File: src/rtl/mips_cpu_pkg.sv
// Shared CPU decode types for the multiply/divide unit: opcode enum, FSM states,
// and op-class helpers used by both the unit and the control path.
package mips_cpu_pkg;

    typedef enum logic [3:0] {
        OpNop   = 4'd0,
        OpMult  = 4'd1,
        OpMultu = 4'd2,
        OpDiv   = 4'd3,
        OpDivu  = 4'd4,
        OpMthi  = 4'd5,
        OpMtlo  = 4'd6,
        OpMfhi  = 4'd7,
        OpMflo  = 4'd8
    } muldiv_op_t;

    typedef enum logic [1:0] {
        StIdle,
        StRun,
        StFix
    } muldiv_state_t;

    // True for ops that start a multi-cycle iteration.
    function automatic logic is_muldiv_op(input logic [3:0] op);
        return (op == OpMult) || (op == OpMultu) || (op == OpDiv) || (op == OpDivu);
    endfunction

    function automatic logic is_hilo_op(input logic [3:0] op);
        return (op == OpMthi) || (op == OpMtlo) || (op == OpMfhi) || (op == OpMflo);
    endfunction

endpackage

File: src/rtl/mips_cpu_muldiv_step.sv
// One radix-2 iteration on the {upper, lower} accumulator: shift-add for multiply,
// restoring trial-subtract for divide (lower half collects quotient bits).
module mips_cpu_muldiv_step #(
    parameter int unsigned WIDTH = 32
) (
    input  logic [2*WIDTH-1:0] acc_i,
    input  logic [WIDTH-1:0]   operand_i,
    input  logic               is_div_i,
    output logic [2*WIDTH-1:0] acc_o
);

    logic [WIDTH:0]   sum;
    logic [WIDTH:0]   rem_sh;
    logic [WIDTH+1:0] diff;
    logic             ge;

    always_comb begin
        sum    = {1'b0, acc_i[2*WIDTH-1:WIDTH]} + (acc_i[0] ? {1'b0, operand_i} : '0);
        rem_sh = acc_i[2*WIDTH-1:WIDTH-1];
        // Extra top bit of diff is the borrow: clear means the divisor fits.
        diff   = {1'b0, rem_sh} - {2'b00, operand_i};
        ge     = ~diff[WIDTH+1];
        if (is_div_i) begin
            acc_o = {(ge ? diff[WIDTH-1:0] : rem_sh[WIDTH-1:0]), acc_i[WIDTH-2:0], ge};
        end else begin
            acc_o = {sum, acc_i[WIDTH-1:1]};
        end
    end

endmodule

File: src/rtl/mips_cpu_muldiv_iter.sv
// Iterative multiply/divide unit owning HI/LO. Operates on magnitudes during RUN and
// applies sign correction in FIX, so the step chain is purely unsigned.
module mips_cpu_muldiv_iter
    import mips_cpu_pkg::*;
#(
    parameter int unsigned WIDTH  = 32,
    parameter int unsigned UNROLL = 1
) (
    input  logic             clk,
    input  logic             reset,
    input  logic [3:0]       op,
    input  logic             op_valid,
    output logic             op_ready,
    input  logic [WIDTH-1:0] a,
    input  logic [WIDTH-1:0] b,
    input  logic             flush,
    output logic [WIDTH-1:0] result,
    output logic             stall,
    output logic             done,
    output logic             div_zero
);

    localparam int unsigned Steps = WIDTH / UNROLL;
    localparam int unsigned CntW  = $clog2(Steps + 1);

    if (WIDTH % UNROLL != 0) begin : g_bad_unroll
        $error("UNROLL must divide WIDTH");
    end

    muldiv_state_t      state_q, state_d;
    logic [CntW-1:0]    cnt_q, cnt_d;
    logic [2*WIDTH-1:0] acc_q, acc_d;
    logic [WIDTH-1:0]   opa_q, opa_d, opb_q, opb_d;
    logic               sa_q, sa_d, sb_q, sb_d, is_div_q, is_div_d;
    logic [WIDTH-1:0]   hi_q, hi_d, lo_q, lo_d;
    logic               done_q, done_d, dz_q, dz_d;

    muldiv_op_t         op_e;
    logic               signed_op;
    logic [WIDTH-1:0]   mag_a, mag_b, step_operand, quot, rem;
    logic [2*WIDTH-1:0] prod;
    logic [UNROLL:0][2*WIDTH-1:0] chain;

    assign op_e         = muldiv_op_t'(op);
    assign step_operand = is_div_q ? opb_q : opa_q;
    assign chain[0]     = acc_q;

    for (genvar i = 0; i < UNROLL; i++) begin : g_step
        mips_cpu_muldiv_step #(.WIDTH(WIDTH)) u_step (
            .acc_i    (chain[i]),
            .operand_i(step_operand),
            .is_div_i (is_div_q),
            .acc_o    (chain[i+1])
        );
    end

    always_comb begin
        signed_op = (op_e == OpMult) || (op_e == OpDiv);
        mag_a     = (signed_op && a[WIDTH-1]) ? -a : a;
        mag_b     = (signed_op && b[WIDTH-1]) ? -b : b;
        prod      = (sa_q ^ sb_q) ? -acc_q : acc_q;
        quot      = (sa_q ^ sb_q) ? -acc_q[WIDTH-1:0] : acc_q[WIDTH-1:0];
        rem       = sa_q ? -acc_q[2*WIDTH-1:WIDTH] : acc_q[2*WIDTH-1:WIDTH];
    end

    always_comb begin
        state_d  = state_q;
        cnt_d    = cnt_q;
        acc_d    = acc_q;
        opa_d    = opa_q;
        opb_d    = opb_q;
        sa_d     = sa_q;
        sb_d     = sb_q;
        is_div_d = is_div_q;
        hi_d     = hi_q;
        lo_d     = lo_q;
        done_d   = 1'b0;
        dz_d     = 1'b0;
        if (flush) begin
            state_d = StIdle;
        end else begin
            unique case (state_q)
                StIdle: begin
                    if (op_valid) begin
                        if (is_muldiv_op(op)) begin
                            state_d  = StRun;
                            cnt_d    = CntW'(Steps);
                            opa_d    = mag_a;
                            opb_d    = mag_b;
                            sa_d     = signed_op & a[WIDTH-1];
                            sb_d     = signed_op & b[WIDTH-1];
                            is_div_d = (op_e == OpDiv) || (op_e == OpDivu);
                            acc_d    = {{WIDTH{1'b0}}, (is_div_d ? mag_a : mag_b)};
                        end else if (op_e == OpMthi) begin
                            hi_d = a;
                        end else if (op_e == OpMtlo) begin
                            lo_d = a;
                        end
                    end
                end
                StRun: begin
                    acc_d = chain[UNROLL];
                    cnt_d = cnt_q - CntW'(1);
                    if (cnt_q == CntW'(1)) begin
                        state_d = StFix;
                    end
                end
                StFix: begin
                    state_d = StIdle;
                    done_d  = 1'b1;
                    if (!is_div_q) begin
                        {hi_d, lo_d} = prod;
                    end else if (opb_q == '0) begin
                        hi_d = sa_q ? -opa_q : opa_q;
                        lo_d = '1;
                        dz_d = 1'b1;
                    end else begin
                        hi_d = rem;
                        lo_d = quot;
                    end
                end
                default: state_d = StIdle;
            endcase
        end
    end

    always_ff @(posedge clk) begin
        if (!reset) begin
            state_q  <= StIdle;
            cnt_q    <= '0;
            acc_q    <= '0;
            opa_q    <= '0;
            opb_q    <= '0;
            sa_q     <= 1'b0;
            sb_q     <= 1'b0;
            is_div_q <= 1'b0;
            hi_q     <= '0;
            lo_q     <= '0;
            done_q   <= 1'b0;
            dz_q     <= 1'b0;
        end else begin
            state_q  <= state_d;
            cnt_q    <= cnt_d;
            acc_q    <= acc_d;
            opa_q    <= opa_d;
            opb_q    <= opb_d;
            sa_q     <= sa_d;
            sb_q     <= sb_d;
            is_div_q <= is_div_d;
            hi_q     <= hi_d;
            lo_q     <= lo_d;
            done_q   <= done_d;
            dz_q     <= dz_d;
        end
    end

    always_comb begin
        op_ready = (state_q == StIdle);
        stall    = op_valid && (is_muldiv_op(op) || is_hilo_op(op)) && !op_ready;
        done     = done_q;
        div_zero = dz_q;
        if (op_e == OpMfhi) begin
            result = hi_q;
        end else if (op_e == OpMflo) begin
            result = lo_q;
        end else begin
            result = '0;
        end
    end

endmodule
File: config.mk
export PLATFORM = sky130hd
export DESIGN_NAME = mips_cpu_muldiv_iter
export DESIGN_NICKNAME = d
export VERILOG_FILES = /design/src/rtl/mips_cpu_pkg.sv /design/src/rtl/mips_cpu_muldiv_step.sv /design/src/rtl/mips_cpu_muldiv_iter.sv
export SDC_FILE = /design/constraint.sdc
export NUM_CORES = 1
export LEC_CHECK = 0
export BUFFER_PORTS_ARGS = -buffer_cell sky130_fd_sc_hd__buf_2
export CORE_AREA = 5 5 205 207
export CTS_CLUSTER_DIAMETER = 200
export CTS_CLUSTER_SIZE = 30
export DETAILED_ROUTE_END_ITERATION = 10
export DIE_AREA = 0 0 210 212
export HOLD_SLACK_MARGIN = 0.05
export SLEW_MARGIN = 10
export SYNTH_ARGS = -nofsm -noshare
export SYNTH_HDL_FRONTEND = slang
export SYNTH_SLANG_ARGS = --single-unit
File: constraint.sdc
create_clock -name clk -period 5.1 [get_ports clk]
set_input_delay 1.02 -clock clk [delete_from_list [all_inputs] [get_ports clk]]
set_output_delay 1.02 -clock clk [all_outputs]
set_load 0.005 [all_outputs]
==> run summary <==
Fraction of registers with async set or reset after synthesis - 0%
Die Width - 210 µm
Max layer used - met4
Num CTS Buffers - 10
Final Skew - 36.02 ps
Core Area - 40180 µm²
Total GRT Usage - 32.47%
Wire length on met3 - 7432 µm
Antenna Nets Post-Route - 0
Final nets - 2559
CTS resizes - 0
Req. time, crit path - 5530 ps
Synth Area in XOR/XNOR - 9.986%
Hold_buf cts - 0
Critical Path Source Type - flip-flop
Synth Area in Compound Gates - 29.37%
Layout overhead on the synthesized area - 7.076%
Vias - 19370
Max Slew Vio Count - 0
Initial Util - 44.09%
Metal2 WL - 33180 µm
Cell taking the most area after synthesis - dfxtp_1
Final hold violations - 0
YS warnings - 0
Largest net degree at the start of global routing - 63
# fillers - 4190
Worst slew pin tran - 1005 ps
H-Tree Depth - 1
# port buffers - 107
Average size of a mapped cell - 7.279 µm²
First-pass detailed-route iteration total - 5
Status - completed
Final HPWL DP - 59110 µm
Vias per cell - 6.574
Count of cell types in the netlist - 78
Synth Area in Adders - 5.311%
PwrDens - 200.4 nW/µm²
RSZ-0062 raised after global routing - no
Global-route wire length before repair - 112600 µm
WL final - 76050 µm
Area occupied by multi-input gates - 12760 µm²
LEAKAGE - 7.381 nW
Grt total ovfl - 0
Clk Latency, worst-skew pair - 520 ps
Mapped cell area - 17720 µm²
Die Area - 44520 µm²
Vias in the first global route - 17780
Power, Total - 3.802 mW
Die Span Y - 212 µm
TritonCTS clock tree - built
Critical Path AT - 4930 ps
Floorplan row count - 74
Placement Cell Area - 18680 µm²
Slew margin rel. - 32.72%
CTS Root Cell - clkbuf_16
Max Fclk - 222.2 MHz
Worst hold slack - 459.2 ps
Setup TNS - 0 ps
Initial antenna violation count - 0
GPL Wtd Cong - 0.9806
Crit end category - flip-flop
Layout cells sized above 1 - 9.818%
Register area share after synthesis - 23.16%
Clk sinks - 205
Final Util - 47.21%
DRC violations left - 0
Min-Delay Path Class - reg2reg
Post-route cell area - 18970 µm²
Largest family of logic cells by synthesized area - compound AO/OA/AOI/OAI gates
Post-synth EDFFs - 0
Top-area cell type share of the netlist area - 23.16%
CTS Buffer Depth - 3
Diode count - 0
Number of max-cap violations - 0
Post-synthesis mux area share - 5.219%
Syn nets - 2580
Worst-path maximum fanout - 44
Wire length on met1 - 32410 µm
Min cycle time layout - 4501 ps
Max rail drop VDD - 0.1955 mV
Main flop type after synthesis - dfxtp_1
Reg clk slew, reported paths - 130 ps
Post-CTS setup buffers - 0
Final setup violating endpoints - 0
IO Pins - 108
Critical path class - reg2reg
DRT iter0 DRCs - 2373
Area contributors post-synth - dfxtp_1 (23%), a21oi_1 (6.6%), o21ai_0 (5.7%), xnor2_1 (5.7%), nand2_1 (5.6%)
Wire length per cell - 25.81 µm
Seq. cell area - 4109 µm²
Synth Register Bits - 205
Syn Inst Count - 2434
Post-Synth Simple-Gate Area - 21.62%
Period utilization - 88.25%
[sequential cells by signal, summed over array words and instances, names as in the netlist]
register and cells:
acc_q 64, hi_q 32, lo_q 32, opa_q 32, opb_q 32, cnt_q 6
state_q 2, div_zero 1, done 1, is_div_q 1, sa_q 1, sb_q 1
[power breakdown]
group          leakage, nW  internal, mW  switching [mW]  total (mW)
Combinational         5.58         0.353           0.752        1.11
Sequential            1.66          1.64          0.0730        1.71
Clock                0.137         0.397           0.588       0.985
Total                 7.38          2.39            1.41        3.80
[area by class of cell]
type	count	share of cell area, %
Multi-Input combinational cell	1986	67.27
Tap cell	532	3.509
Inverter	43	0.8508
Clock buffer	12	1.471
Timing Repair Buffer	167	5.197
Sequential cell	205	21.66
Clock inverter	1	0.03957
[layer usage]
| layer | vias up | global-route usage (%) |
|---|---|---|
| met4 | 0 | 10.67 |
| met1 | 9347 | 45.67 |
| met5 | - | 0 |
| li1 | 8866 | - |
| met2 | 988 | 50.48 |
| met3 | 167 | 6.020 |
[path summary, 6_finish.rpt]
path,from,to,slack [ps],cells past startpoint
min reg2reg,lo_q[9],lo_q[9],460,2
min,lo_q[9],lo_q[9],460,2
max,is_div_q,acc_q[36],600,12
max reg2reg,is_div_q,acc_q[36],600,12
[cell usage after synthesis (all sizes together) (5+ instances only)]
cell type and number:
nand2 263, a21oi 234, nor2 228, o21ai 207
dfxtp 205, clkbuf 172, xnor2 115, xor2 87
mux2i 80, ha 72, nor3 69, a22o 52
nand3 48, inv 40, a211oi 37, nor4 37
a21o 32, or3 31, o31ai 29, a31oi 28
buf 28, o211ai 28, o221ai 26, nand4 22
and3 17, nand2b 17, a311oi 15, o22ai 15
or2 14, or4 14, and2 13, o21a 13
a221oi 11, a32o 11, a22oi 10, nor2b 10
o21bai 10, o41ai 10, o311ai 9, nor3b 8
a2111oi 7, nand3b 6, mux4 5
[stage by stage]
step           worst slack [ps]  cells
2_1_floorplan             905.5   2434
5_1_grt                   290.3   2946
6_report                  599.1   2946
3_3_place_gp              776.8   2933
3_5_place_dp              687.3   2933
4_1_cts                   691.7   2946
[critical path, stage by stage, from the launching register on]
cell and delay (ps):
dfxtp_4 810, mux2i_1 360, ha_1 300, a21o_1 190
nand2b_1 140, o211ai_1 450, o22ai_1 250, o211ai_1 380
a22o_2 670, buf_4 360, mux2i_1 210, mux2i_1 90
a22o_1 180
[kinds of logic after synthesis]
logic type	count (synthesis)
compound gates	814
mux	86
buf+inv	243
simple gates	810
fa+ha+maj	74
xor+xnor	202
flops	205
[cells in the final DEF, fill, tap and decap left out, types with 40 or more instances in the layout]
cell type / instances
nand2_1: 263
a21oi_1: 232
nor2_1: 225
dfxtp_1: 203
o21ai_0: 202
xnor2_1: 114
buf_2: 107
xor2_1: 86
mux2i_1: 80
ha_1: 72
nor3_1: 68
buf_4: 60
a22o_1: 51
nand3_1: 48
inv_1: 40
No activity file was read; power rests on OpenSTA's default activity.
